$ cat src/rtl/modexp.sv
// Sequential modular exponentiator (right-to-left square-and-multiply, bit-serial mulmod).
// Optional feature macro: MODEXP_EARLY_EXIT_EN stops the exponent scan once no set bits remain.
module modexp #(
    parameter int WIDTH = 32
) (
    input  logic             clk,
    input  logic             reset,
    input  logic             start,
    input  logic [WIDTH-1:0] base,
    input  logic [WIDTH-1:0] exponent,
    input  logic [WIDTH-1:0] modulus,
    output logic             busy,
    output logic             finished,
    output logic [WIDTH-1:0] result,
    output logic             error
);

    localparam int CW = (WIDTH > 1) ? $clog2(WIDTH) : 1;
    localparam int BW = $clog2(WIDTH + 1);

    typedef enum logic [2:0] {IDLE, LOAD, MUL, SQR, DONE} state_t;

    state_t           state;
    logic [WIDTH-1:0] m, r, b, e, acc, ysh;
    logic [CW-1:0]    cnt;
    logic [BW-1:0]    bitcnt;
    logic             err;

    logic [WIDTH:0]   m_ext, dbl, dbl_red, sum;
    logic [WIDTH-1:0] step;
    logic             last_step;

    // One interleaved shift-add step: acc stays < m, so each intermediate stays < 2m.
    always_comb begin
        m_ext     = {1'b0, m};
        dbl       = {acc, 1'b0};
        dbl_red   = (dbl >= m_ext) ? dbl - m_ext : dbl;
        sum       = dbl_red + {1'b0, (state == MUL) ? r : b};
        step      = dbl_red[WIDTH-1:0];
        if (ysh[WIDTH-1]) begin
            step = (sum >= m_ext) ? WIDTH'(sum - m_ext) : sum[WIDTH-1:0];
        end
        last_step = (cnt == CW'(WIDTH - 1));
    end

    // NOTE: sequential state uses non-blocking assignments only, so every register sees pre-edge values.
    always_ff @(posedge clk or negedge reset) begin
        if (!reset) begin
            state    <= IDLE;
            m        <= '0;
            r        <= '0;
            b        <= '0;
            e        <= '0;
            acc      <= '0;
            ysh      <= '0;
            cnt      <= '0;
            bitcnt   <= '0;
            err      <= 1'b0;
            busy     <= 1'b0;
            finished <= 1'b0;
            result   <= '0;
            error    <= 1'b0;
        end else begin
            case (state)
                IDLE: begin
                    finished <= 1'b0;
                    if (start) begin
                        m     <= modulus;
                        b     <= base;
                        e     <= exponent;
                        busy  <= 1'b1;
                        state <= LOAD;
                    end
                end
                LOAD: begin
                    acc <= '0;
                    cnt <= '0;
                    if (m < WIDTH'(2)) begin
                        r     <= '0;
                        err   <= 1'b1;
                        state <= DONE;
                    end else begin
                        r      <= WIDTH'(1);
                        b      <= b % m;
                        ysh    <= b % m;
                        bitcnt <= BW'(WIDTH);
                        err    <= 1'b0;
`ifdef MODEXP_EARLY_EXIT_EN
                        if (e == '0)
                            state <= DONE;
                        else
`endif
                        state <= e[0] ? MUL : SQR;
                    end
                end
                MUL: begin
                    acc <= step;
                    ysh <= ysh << 1;
                    cnt <= cnt + CW'(1);
                    if (last_step) begin
                        r   <= step;
                        acc <= '0;
                        cnt <= '0;
                        ysh <= b;
`ifdef MODEXP_EARLY_EXIT_EN
                        if ((e >> 1) == '0)
                            state <= DONE;
                        else
`endif
                        state <= SQR;
                    end
                end
                SQR: begin
                    acc <= step;
                    ysh <= ysh << 1;
                    cnt <= cnt + CW'(1);
                    if (last_step) begin
                        b      <= step;
                        e      <= e >> 1;
                        bitcnt <= bitcnt - BW'(1);
                        acc    <= '0;
                        cnt    <= '0;
                        ysh    <= step;
                        if (bitcnt == BW'(1))
                            state <= DONE;
                        else
                            state <= e[1] ? MUL : SQR;
                    end
                end
                DONE: begin
                    finished <= 1'b1;
                    busy     <= 1'b0;
                    result   <= r;
                    error    <= err;
                    state    <= IDLE;
                end
                default: state <= IDLE;
            endcase
        end
    end

endmodule

$ cat config.mk
export PLATFORM = sky130hd
export DESIGN_NAME = modexp
export DESIGN_NICKNAME = d
export VERILOG_FILES = /design/src/rtl/modexp.sv
export SDC_FILE = /design/constraint.sdc
export NUM_CORES = 2
export LEC_CHECK = 0
export ABC_AREA = 1
export CORE_UTILIZATION = 35
export CTS_CLUSTER_SIZE = 8
export DETAILED_ROUTE_END_ITERATION = 7
export PLACE_DENSITY = 0.46
export SETUP_SLACK_MARGIN = 0.05
export SKIP_LAST_GASP = 1
export SLEW_MARGIN = 20
export SYNTH_ARGS = -nofsm -noshare
export SYNTH_HDL_FRONTEND = slang
export SYNTH_SLANG_ARGS = --single-unit
export TNS_END_PERCENT = 1
$ cat constraint.sdc
create_clock -name clk -period 184.5 [get_ports clk]
set_input_delay 46.125 -clock clk [delete_from_list [all_inputs] [get_ports clk]]
set_output_delay 46.125 -clock clk [all_outputs]
set_load 0.02 [all_outputs]
==> qor.yml <==
nNetsFinal: 8103
wl_per_cell_um: 20.63
min_period_over_period_pct: 43.86
synthDistinctLibCells: 95
grt_overflow: 0
power_density_mw_per_mm2: 2.442
r2r-end: "ysh[18]"
cts_buffer_depth: 3
vias_per_cell: 5.344
netlist_instances: 7325
relSlewSlack_pct: 31.18
post-cts-setup-buffers: 0
finalSetupViolCount: 0
synth_fp_nets: 8057
tns_ps: 0
report.final.slew_viol_count: 0
yosys_register_bits: 242
final_area_mm2: 0.05047
core_area_mm2: 0.1320
period_needed_ps: 80920
worst_pin_slew_ps: 1029
rr_startpoint: "m[30]"
min_path_cells: 2
path_class: "reg -> reg"
crit_top_cell: "nand2_1"
status: "finished clean"
yosysWarnings: 0
dieArea_mm2: 0.1348
hold_class: "reg -> reg"
antenna_found_initial: 5
crit_start: "m[30]"
cts_tree: "built"
ys_seq_area_share_pct: 12.97
totalWireLength_um: 188500
hpwl_um: 151800
critPathMaxFanout: 46
top_level_ports: 134
cts.reportedPaths.clkPinSlew_ps: 50
die_width_um: 367.2
ant_nets: 0
synth.avg_cell_area_um2: 6.373
r2r_slack_ps: 103580
clock-sinks: 242
ys.flop_type: "dfrtp_1"
fp.dieH_um: 367.2
syn_to_final_growth_pct: 8.108
rows: 133
synth.cell_area_mm2: 0.04668
synth_area_leader_cell: "ha_1"
firstDrtPassIters: 6
cts_resized: 0
drt_iter0_markers: 3786
yosys-top-cells-area: "ha_1 (17%), nand2_1 (14%), dfrtp_1 (13%)"
numPortBuffers: 133
rsz0062_at_grt: "no"
drive_gt1_share_pct: 6.668
synth_edf_count: 0
hold_viol: 0
drc_errors: 0
final_cells: 9136
cts_hold_buf: 0
h-tree-depth: 2
irDropWorstVdd_mv: 0.005195
maxCapViolCount: 0
start_util_pct: 35.38
yosys.cell_count.top_type: "nand2_1"
cts_root_buf: "clkbuf_16"
yosys.area.top_type_share_pct: 16.86
grt_first_pass_wirelength_um: 284700
fin_skew_ps: 40.02
crit_path_max_incr_delay_ps: 850
r2r_cells: 518
fmax_ghz: 0.01236
startpoint_type: "flip-flop"
clk_latency_ps: 590
grt_usage_pct: 27.27
critPathCaptureType: "flip-flop"
worst-endpoint-arrival_ps: 81390
min_to: "ysh[29]"
grt_max_degree: 148
synthArstFlopShare_pct: 100.0
post_dp_cell_area_mm2: 0.04941
p_leak_nw: 28.34
vias: 48830
grt_pass1_vias: 46200
routabilityCongestion: 0.9804
place_inst: 9087
critical_path_required_ps: 184970
cpMaxStageDelayCell: "clkinv_1"
synth_common_cells: "nand2_1 (1754), inv_1 (978), a21oi_1 (704)"
cts_made_buffers: 37
min_from: "ysh[29]"
==> placed cells by master, fill, tap and decap left out, types with 9 or more instances in the layout <==
cell type	netlist	layout
a211oi_1	17	17
a21boi_0	42	42
a21o_1	31	31
a21oi_1	704	704
a21oi_2	29	29
a221oi_1	9	9
a31oi_1	28	28
and2_1	29	29
buf_4	21	77
clkbuf_16	0	37
clkdlybuf4s50_1	0	132
clkinv_1	9	12
dfrtp_1	242	242
ha_1	629	629
inv_1	978	961
inv_2	36	50
nand2_1	1754	1750
nand2_2	69	72
nand2_4	8	9
nand3_1	380	380
nand3_2	33	33
nand3b_1	10	10
nand4_1	63	63
nor2_1	434	430
nor2_2	14	15
nor2_4	7	10
nor3_1	68	68
nor4_1	29	29
o211ai_1	91	91
o21a_1	12	12
o21ai_0	384	384
o21ai_1	149	149
o21ai_2	37	36
o21bai_1	59	59
o22ai_1	62	62
o31ai_1	19	19
or2_2	78	78
xnor2_1	159	159
xor2_1	305	305
==> worst max path at each step <==
stage / endpoint / slack, ps / cells after the start
detailed placement: ysh[18] / 104650 / 510
global placement: ysh[18] / 105930 / 510
CTS: ysh[18] / 104300 / 510
floorplan: ysh[22] / 120560 / 525
finish: ysh[18] / 103580 / 518
global route: ysh[18] / 94410 / 519
==> registers in the layout, summed over array words and instances (netlist names) <==
signal and flops:
acc 32, b 32, bitcnt 6, busy 1
cnt 5, e 32, err 1, error 1
finished 1, m 32, r 32, result 32
state 3, ysh 32
==> cell type report <==
class	count	area, µm²
Clock inverter	6	106.4
Tap cell	1755	2196
Clock buffer	40	947.2
Timing Repair Buffer	211	1934
Inverter	1029	3887
Sequential cell	242	6056
Antenna cell	3	7.507
Multi-Input combinational cell	5850	35330
Fill cell	14380	81490
==> where the power goes <==
group / internal (W) / leakage (nW) / switching (W)
sequential: 0.0000531 / 3.16 / 0
combinational: 0.00000188 / 24.7 / 0.00000213
clock: 0.0000380 / 0.516 / 0.0000281
total: 0.0000930 / 28.3 / 0.0000303
==> per-layer routing <==
layer	GRT usage (%)	up-vias	share of wire, %
met4	6.402	0	2.5
met2	43.62	1215	44
met3	2.599	203	5.1
met1	39.07	22880	49
li1	-	24530	-
met5	0	-	0
==> worst max-delay path: cells and delay by family (launching register included) <==
family / cells / cell delay (ps)
AOI/OAI and AO/OA: 158 / 30280
xor gates and xnor gates: 3 / 530
adders and majority gates: 31 / 10130
buffers and inverters: 78 / 10120
DFF: 1 / 400
and+or+nand+nor: 248 / 29070
==> stage by stage <==
step / hold WS, ps / power (W) / utilization, % / setup slack, ps
CTS: 476.3 / 0.0001248 / 38.24 / 104300
detailed placement: 464.3 / 0.00005813 / 37.44 / 104650
global route: 499.1 / 0.0001270 / 38.24 / 94410
global placement: 463.5 / 0.00005817 / 37.44 / 105930
floorplan: 443.6 / 0.00005410 / - / 120560
finish: 477.6 / 0.0001233 / 38.24 / 103580
==> cell families after synthesis <==
kind of cell    synth area share, %
mux                          0.1287
xor+xnor                      8.705
fa+ha+maj                     17.03
flops                         12.97
buf+inv                       11.46
compound gates                21.73
simple gates                  27.98
Power figures use the tool's default switching activity.
